<file path="src/rtl/stopwatch_pkg.sv">
// stopwatch_pkg: definitions shared by the up-counting stopwatch and the
// timer down-counter.
//   sw_state_e : controller state encoding (STOP / RUN / MAX)
//   DIGIT_W    : width of one BCD digit
//   MAX_BCD    : saturation value 99.99
//   clamp()    : limits a switch-entered digit to 0..9
package stopwatch_pkg;

    localparam int DIGIT_W = 4;
    localparam int NUM_DIG = 4;
    localparam logic [NUM_DIG*DIGIT_W-1:0] MAX_BCD = 16'h9999;

    typedef enum logic [1:0] {
        ST_STOP = 2'd0,
        ST_RUN  = 2'd1,
        ST_MAX  = 2'd2
    } sw_state_e;

    // Switches can present A..F. Those values saturate to 9 so the display
    // never shows a non-decimal digit.
    function automatic logic [DIGIT_W-1:0] clamp(input logic [DIGIT_W-1:0] x);
        return (x > 4'd9) ? 4'd9 : x;
    endfunction

endpackage

</file>
<file path="src/rtl/bcd_digit.sv">
// bcd_digit: one mod-10 BCD digit.
//   clk, rst_n : clock, async active-low reset
//   en         : advance by one (9 wraps to 0)
//   load/ld_val: load a preset digit
//   clr        : force to 0 (highest priority)
//   q          : registered digit value
//   carry_out  : asserted in the cycle the digit wraps 9->0; enables the next digit
module bcd_digit
    import stopwatch_pkg::*;
(
    input  logic               clk,
    input  logic               rst_n,
    input  logic               en,
    input  logic               load,
    input  logic [DIGIT_W-1:0] ld_val,
    input  logic               clr,
    output logic [DIGIT_W-1:0] q,
    output logic               carry_out
);

    logic [DIGIT_W-1:0] q_q, q_d;

    always_comb begin
        q_d = q_q;
        if (clr)
            q_d = '0;
        else if (load)
            q_d = ld_val;
        else if (en)
            q_d = (q_q == 4'd9) ? 4'd0 : q_q + 4'd1;
    end

    always_ff @(posedge clk or negedge rst_n) begin
        if (!rst_n)
            q_q <= '0;
        else
            q_q <= q_d;
    end

    // Combinational carry so the whole chain ripples within a single cycle.
    assign carry_out = en & ~clr & ~load & (q_q == 4'd9);
    assign q         = q_q;

endmodule

</file>
<file path="src/rtl/up_count.sv">
// up_count: up-counting BCD stopwatch, SS.hh from 00.00 to 99.99 in
// 1/TICK_HZ steps, saturating at 99.99.
//   clk, rst_n       : clock, async active-low reset
//   start_stop       : pulse, toggle RUN/STOP (ignored in MAX)
//   clear            : pulse, zero the count and stop
//   set_time         : pulse, load {clamp(di_hi), clamp(di_lo), 0, 0} and stop
//   di_hi, di_lo     : preset seconds digits
//   bcd              : {sec_tens, sec_ones, hund_tens, hund_ones}
//   running, at_max  : registered state flags
module up_count
    import stopwatch_pkg::*;
#(
    parameter int CLK_HZ  = 100_000_000,
    parameter int TICK_HZ = 100
) (
    input  logic                       clk,
    input  logic                       rst_n,
    input  logic                       start_stop,
    input  logic                       clear,
    input  logic                       set_time,
    input  logic [DIGIT_W-1:0]         di_hi,
    input  logic [DIGIT_W-1:0]         di_lo,
    output logic [NUM_DIG*DIGIT_W-1:0] bcd,
    output logic                       running,
    output logic                       at_max
);

    localparam int TERM = CLK_HZ / TICK_HZ - 1;
    localparam int PW   = (TERM > 0) ? $clog2(TERM + 1) : 1;

    sw_state_e state_q, state_d;
    logic [PW-1:0] presc_q, presc_d;
    logic running_q, at_max_q;

    logic [NUM_DIG-1:0][DIGIT_W-1:0] dig;
    logic [NUM_DIG-1:0][DIGIT_W-1:0] ld_val;
    logic [NUM_DIG-1:0]              dig_en;
    logic [NUM_DIG-1:0]              carry;

    logic tick;
    logic clr_ev, set_ev, ss_ev, tick_ev, inc;

    assign tick = (state_q == ST_RUN) && (presc_q == PW'(TERM));

    // One event per cycle, lower-priority pulses are dropped.
    assign clr_ev  = clear;
    assign set_ev  = ~clear & set_time;
    assign ss_ev   = ~clear & ~set_time & start_stop;
    assign tick_ev = ~clear & ~set_time & ~start_stop & tick;

    // At 99.99 the tick moves to MAX instead of incrementing.
    assign inc = tick_ev && (bcd != MAX_BCD);

    always_comb begin
        state_d = state_q;
        if (clr_ev || set_ev)
            state_d = ST_STOP;
        else if (ss_ev) begin
            if (state_q == ST_STOP)
                state_d = ST_RUN;
            else if (state_q == ST_RUN)
                state_d = ST_STOP;
        end else if (tick_ev && (bcd == MAX_BCD))
            state_d = ST_MAX;
    end

    // Prescaler runs only while staying in RUN; entering RUN starts it at 0
    // so the first tick is a full period after start.
    always_comb begin
        presc_d = '0;
        if (state_q == ST_RUN && state_d == ST_RUN && !tick)
            presc_d = presc_q + PW'(1);
    end

    always_ff @(posedge clk or negedge rst_n) begin
        if (!rst_n) begin
            state_q   <= ST_STOP;
            presc_q   <= '0;
            running_q <= 1'b0;
            at_max_q  <= 1'b0;
        end else begin
            state_q   <= state_d;
            presc_q   <= presc_d;
            running_q <= (state_d == ST_RUN);
            at_max_q  <= (state_d == ST_MAX);
        end
    end

    assign ld_val[3] = clamp(di_hi);
    assign ld_val[2] = clamp(di_lo);
    assign ld_val[1] = '0;
    assign ld_val[0] = '0;

    // Carry chain: hund_ones -> hund_tens -> sec_ones -> sec_tens.
    assign dig_en[0] = inc;

    genvar g;
    generate
        for (g = 1; g < NUM_DIG; g++) begin : g_chain
            assign dig_en[g] = carry[g-1];
        end
        for (g = 0; g < NUM_DIG; g++) begin : g_dig
            bcd_digit u_dig (
                .clk       (clk),
                .rst_n     (rst_n),
                .en        (dig_en[g]),
                .load      (set_ev),
                .ld_val    (ld_val[g]),
                .clr       (clr_ev),
                .q         (dig[g]),
                .carry_out (carry[g])
            );
        end
    endgenerate

    assign bcd     = dig;
    assign running = running_q;
    assign at_max  = at_max_q;

endmodule

</file>
<file path="config.mk">
export PLATFORM = sky130hd
export DESIGN_NAME = up_count
export DESIGN_NICKNAME = d
export VERILOG_FILES = /design/src/rtl/stopwatch_pkg.sv /design/src/rtl/bcd_digit.sv /design/src/rtl/up_count.sv
export SDC_FILE = /design/constraint.sdc
export NUM_CORES = 1
export LEC_CHECK = 0
export CAP_MARGIN = 40
export CORE_AREA = 2 2 71 73
export DETAILED_ROUTE_END_ITERATION = 12
export DIE_AREA = 0 0 73 75
export PLACE_DENSITY = 0.88
export SLEW_MARGIN = 0
export SYNTH_ARGS = -nofsm -noshare
export SYNTH_HDL_FRONTEND = slang
export SYNTH_SLANG_ARGS = --single-unit
</file>
<file path="constraint.sdc">
create_clock -name clk -period 2.4 [get_ports clk]
set_clock_uncertainty 0.05 [all_clocks]
set_input_delay 0.48 -clock clk [delete_from_list [all_inputs] [get_ports clk]]
set_output_delay 0.48 -clock clk [all_outputs]
set_load 0.02 [all_outputs]
</file>
==> results of run 1 <==
-- logic make-up (layout without fill, tap and decap cells) --
logic type | after synthesis | in the layout
AO/OA/AOI/OAI | 38 | 38
XOR/XNOR | 20 | 20
adder cells (fa/ha/maj) | 11 | 11
buffers and inverters | 25 | 61
flip-flops | 40 | 40
multiplexers | 4 | 4
AND/OR/NAND/NOR | 123 | 123
-- critical path: stages (launching register included) --
cell	delay, ps
dfrtp_1	440
ha_1	210
and3b_1	290
nand2_1	210
nor4b_4	430
a31oi_1	130
o311a_1	290
-- sequential cells by signal, indices dropped and copies added, names as in the netlist --
name and count:
state_q 2, g_dig.u_dig.q 16, running 1, presc_q 20, at_max 1
-- stage by stage --
stage | total power, µW | util
after floorplan | 786 | -
after global placement | 860 | 0.608
after detailed placement | 870 | 0.613
after CTS | 1340 | 0.632
after global routing | 1390 | 0.632
final | 1330 | 0.632
-- area by class of cell --
cell class	count	area, µm²	area share
Multi-Input combinational cell	196	1360	0.462
Sequential cell	40	1000	0.340
Timing Repair Buffer	38	368	0.125
Clock buffer	6	82.6	0.0280
Tap cell	54	67.6	0.0229
Inverter	15	56.3	0.0191
Clock inverter	2	10.0	0.00340
-- power groups by stage --
stage               clock network, µW  logic [µW]  registers, µW
floorplan                           0        62.3            724
global placement                    0         147            713
detailed placement                  0         156            715
CTS                               480         157            701
global route                      513         172            703
finish                            477         156            701
-- layout by cell type (no fill, tap or decap), types with 3 or more instances in the layout --
master	Yosys	final
xor2_1	6	6
clkdlybuf4s50_1	0	29
ha_1	11	11
dfrtp_1	40	40
mux2_1	3	3
a21oi_1	7	7
and3b_1	4	4
and2_1	5	5
nand2_1	19	19
o31ai_1	3	3
clkbuf_8	0	6
and3_1	4	4
and4_1	3	3
nand3_1	19	19
o211ai_1	3	3
inv_1	15	15
nand4_1	3	3
buf_4	0	7
nor2_1	32	32
o21ai_0	6	6
nand3b_1	5	5
xnor2_1	14	14
nor3_1	8	8
nor3b_1	3	3
nand2b_1	3	3
-- path summary, 6_finish.rpt --
path	startpoint	endpoint	slack [ps]	cells past startpoint
max in group asynchronous	rst_n	presc_q[15]	1820	2
worst min-delay path	rst_n	g_dig[2].u_dig.q[2]	10	1
worst min register to register	presc_q[0]	presc_q[0]	400	1
worst max-delay path	g_dig[0].u_dig.q[0]	g_dig[3].u_dig.q[0]	230	6
min in group clk	presc_q[0]	presc_q[0]	400	1
worst max register to register	g_dig[0].u_dig.q[0]	g_dig[3].u_dig.q[0]	230	6
-- metal layers --
metal  share of wire  up-vias  track usage
met5               0        -            0
met4           0.027        0        0.109
met3           0.044       18       0.0589
met2            0.52       79        0.416
met1            0.40     1034        0.244
li1                -     1000            -
==> impl_metrics.ini, run 1 <==
[floorplanning]
fp.dieArea_mm2 = 0.00548
fp.coreArea_mm2 = 0.00466
ioPinCount = 31
dieHeight_um = 75
die_x_um = 73
initial_core_util = 0.528
rows = 25

[power]
ir_drop_v = 0.000306
clock_power_share = 0.357
p_int_uw = 989
combinationalPowerShare = 0.117
p_leak_uw = 0.00123
switching_power_uw = 346
power_density_mw_per_mm2 = 453
seqPwrFrac = 0.526
swShare = 0.259

[placed_design]
gp_congestion = 0.846
placedInstanceArea_mm2 = 0.00286
dp.cells = 343
portBuffers = 30
hpwl_mm = 4.20
dp_worst_setup_slack_ps = 67.8

[yosys]
synth_nets = 285
synth_top_family_by_area = simple AND/OR/NAND/NOR gates
synthTopCellsByCount = 40 x dfrtp_1, 32 x nor2_1, 19 x nand2_1, 19 x nand3_1, 15 x inv_1
syn_area_mm2 = 0.00246
synthXorXnorAreaFrac = 0.0711
ys.flop_type = dfrtp_1
synthCells = 261
ys_seq_elements = 40
synth.most_common_cell = dfrtp_1
synthSimpleGateAreaFrac = 0.295
netlist.area_leader.share = 0.407
synth_enable_flop_cells = 0
yosys.area_share.adder = 0.0559
synth_area_leader_cell = dfrtp_1
syn_avg_cell_area_um2 = 9.43
ys_warn_count = 0
ys_types = 50
ys_seq_area_frac = 0.407
synth_mux_area_frac = 0.0178
synth_compound_area_frac = 0.114
ys_top_cells_by_area = dfrtp_1 41%, ha_1 5.6%, xnor2_1 5.0%, nor2_1 4.9%, nand3_1 3.9%
async_flop_share = 1.00

[drt]
drt_iter0_markers = 174
wl_per_cell_um = 16.1
drt-total-wl_mm = 5.63
viasPerCell = 6.07
remaining_drc_errors = 0
dr.pass1.iters = 4
vias = 2131
ant_nets = 0

[global_route]
grt_max_degree = 28
grt_pass1_vias = 2169
grt.overflow.total = 0
track_usage = 0.228
antenna_found_initial = 0
grt_first_pass_wirelength_mm = 9.62

[clock_tree]
max-clock-path-buffers = 2
cts_sinks = 40
clk_pin_slew_ps = 90
post_cts_resized = 0
ctsHoldBuffers = 0
clk_latency_ps = 310
cts_tree = built
htree_num_levels = 2
cts_root_buf = clkbuf_8
postCtsSetupBuffers = 0
cts_buffers = 5

[sta]
fin_ws_ps = 235
finalCritPeriodShare = 0.902
max_freq_mhz = 462
slew_headroom = 0.726
fin_crit_ps = 2170
report.final.slew_viol_count = 0
fin_hold_ws_ps = 13.0
rsz0062_at_grt = no
finalHoldViolCount = 0
report.final.setup_viol = 0
worst_pin_slew_ps = 409
fin_tns_setup_ps = 0

[layout]
drive_above_1_share = 0.0909
fin_area_mm2 = 0.00295
fillers = 374
insertedDiodeCount = 0
instances_no_fill = 351
area_growth_pct = 19.7
nets = 320

[worst_setup_path]
crit_path_start_kind = register
crit_path_end_kind = register
worst_ep_required_time_ps = 2550
cp_data_arrival_time_ps = 2320
critPathKind = reg -> reg
cp_max_fo = 6

[flow_run]
maxCapViolCount = 0

[outcome]
status = finished clean

[min_path]
worstHoldPathType = in -> async
(Power assumes the default switching activity.)
==> run 2: changes to the inputs <==
Settings changed: ABC_AREA set to 1, CELL_PAD_IN_SITES_DETAIL_PLACEMENT set to 1, CELL_PAD_IN_SITES_GLOBAL_PLACEMENT set to 1, CORE_AREA 2 2 71 73 to 2 2 83 85, CTS_CLUSTER_DIAMETER set to 100, DIE_AREA 0 0 73 75 to 0 0 85 87, PLACE_DENSITY 0.88 to 0.91.
==> run 2 against run 1 <==
First-iteration DRC count fell by 45%. Sequential power rose by 1%. Maximum frequency rose by 7.0%. Critical endpoint is now presc_q[19]. Register-to-register slack improved by 180 ps. Highest routed layer unchanged. Largest power group unchanged.
==> impl_metrics.ini, run 2 <==
[outcome]
status = finished clean

[floorplanning]
ioPinCount = 31
dieHeight_um = 87
fp.coreArea_mm2 = 0.00657
initial_core_util = 0.411
die_x_um = 85
fp.dieArea_mm2 = 0.00740
rows = 30

[worst_setup_path]
reg2regPathDepth = 9
crit_buf_inv = 4
crit_family = buffers and inverters
cp_slowest_cell = clkdlybuf4s50_1
critPathKind = in -> reg
cp_max_fo = 21
cp-startpoint = clear
r2r-end = presc_q[19]
crit_path_frequent_cell = nor2_1
reg2reg_slack_ps = 410
crit_path_end_kind = register
worst_ep_required_time_ps = 2540
timing.rr.start = presc_q[0]
cp_slowest_stage_delay_ps = 430
crit_chain = clkdlybuf4s50_1 > inv_2 > nand2_2 > nor2_1 > inv_1 > nor2_1 > o211ai_2 > buf_12 > nor3_1
crit_path_start_kind = input pin
cp_data_arrival_time_ps = 2170

[sta]
fin_hold_ws_ps = 441
fin_tns_setup_ps = 0
max_freq_mhz = 494
report.final.slew_viol_count = 0
finalHoldViolCount = 0
fin_crit_ps = 2020
report.final.setup_viol = 0
worst_pin_slew_ps = 366
slew_headroom = 0.755
finalCritPeriodShare = 0.843
rsz0062_at_grt = no

[yosys]
ys_seq_elements = 40
synthCells = 315
async_flop_share = 1.00
syn_avg_cell_area_um2 = 8.58
ys_warn_count = 0
synth.most_common_cell = nand2_1
ys.flop_type = dfrtp_1
syn_area_mm2 = 0.00270
netlist.area_leader.share = 0.370
synth_area_leader_cell = dfrtp_1
ys_top_cells_by_area = dfrtp_1 37%, nand2_1 8.1%, nor3_2 7.8%, nand3_1 5.7%, ha_1 5.1%
synth_enable_flop_cells = 0
synthTopCellsByCount = 58 x nand2_1, 40 x dfrtp_1, 31 x nand3_1
synth_nets = 339
ys_seq_area_frac = 0.370
ys_types = 32

[drt]
drt_iter0_markers = 95
viasPerCell = 5.23
drt-total-wl_mm = 6.46
wl_met2_mm = 3.37
wl_per_cell_um = 15.0
ant_nets = 0
met3_length_um = 154
vias = 2260
topRoutingLayerUsed = met4
met1Wirelength_mm = 2.89
remaining_drc_errors = 0
dr.pass1.iters = 4

[min_path]
whs_path_depth = 1
hold_path_startpoint = presc_q[0]
min_delay_worst_endpoint = presc_q[0]
worstHoldPathType = reg -> reg

[layout]
drive_above_1_share = 0.188
insertedDiodeCount = 0
nets = 375
largest_register_ffs = 20
area_growth_pct = 19.6
final_common_cell = nand2_1
fin_area_mm2 = 0.00323
top_register = presc_q
final_cell_mix = 58 x nand2_1, 40 x dfrtp_1, 31 x nand3_1, 30 x inv_1, 29 x clkdlybuf4s50_1

[global_route]
grt_first_pass_wirelength_mm = 11.6
track_usage = 0.193
grt_max_degree = 39
antenna_found_initial = 0
grt.overflow.total = 0
grt_pass1_vias = 2500

[clock_tree]
postCtsSetupBuffers = 0
max-clock-path-buffers = 2
post_cts_resized = 0
cts_tree = built
htree_num_levels = 2
clk_pin_slew_ps = 80
cts_root_buf = clkbuf_8
ctsHoldBuffers = 1
clk_latency_ps = 290
cts_buffers = 5
cts_sinks = 40

[placed_design]
placedInstanceArea_mm2 = 0.00311
portBuffers = 30
gp_congestion = 0.869
hpwl_mm = 5.06

[power]
p_leak_uw = 0.00137
ir_drop_v = 0.000304
power_density_mw_per_mm2 = 447

[flow_run]
maxCapViolCount = 0
run 2: report_power, final:
part / switching, µW / internal, µW
sequential: 20.6 / 688
combinational: 106 / 77.4
clock: 244 / 308
total: 371 / 1070
run 2: cells by family after synthesis:
logic type               share of synthesized area
AND/OR/NAND/NOR                              0.375
buffers and inverters                       0.0671
flip-flops                                   0.370
AO/OA/AOI/OAI                               0.0690
XOR/XNOR                                    0.0681
adder cells (fa/ha/maj)                     0.0509
run 2: area by class of cell:
type	count	area, µm²
clock buffers	5	68.8
clock inverters	3	42.5
fillers	794	3340
inverters	37	139
multi-input cells	232	1520
flip-flops and latches	40	1000
well taps	80	100
repair buffers	35	360
run 2: metrics by stage:
| stage | utilization | worst slack, ps | cells | power (µW) |
|---|---|---|---|---|
| 5_1_grt | 0.492 | 255 | 432 | 1510 |
| 3_5_place_dp | 0.474 | 137 | 423 | 905 |
| 4_1_cts | 0.492 | 365 | 432 | 1460 |
| 6_report | 0.492 | 377 | 432 | 1440 |
| 2_1_floorplan | - | 576 | 315 | 814 |
| 3_3_place_gp | 0.470 | 255 | 422 | 894 |
run 2: how the worst max path moves through the flow:
| stage | cells after the start | end | slack [ps] |
|---|---|---|---|
| global placement | 10 | presc_q[19] | 260 |
| CTS | 9 | presc_q[19] | 370 |
| detailed placement | 9 | presc_q[19] | 140 |
| finish | 9 | presc_q[19] | 380 |
| floorplan | 9 | presc_q[11] | 580 |
| global route | 9 | presc_q[19] | 260 |
run 2: metal layers:
layer / vias up / GRT usage
met2: 38 / 0.359
met3: 7 / 0.0256
met1: 1110 / 0.240
met5: - / 0
met4: 0 / 0.0346
li1: 1105 / -
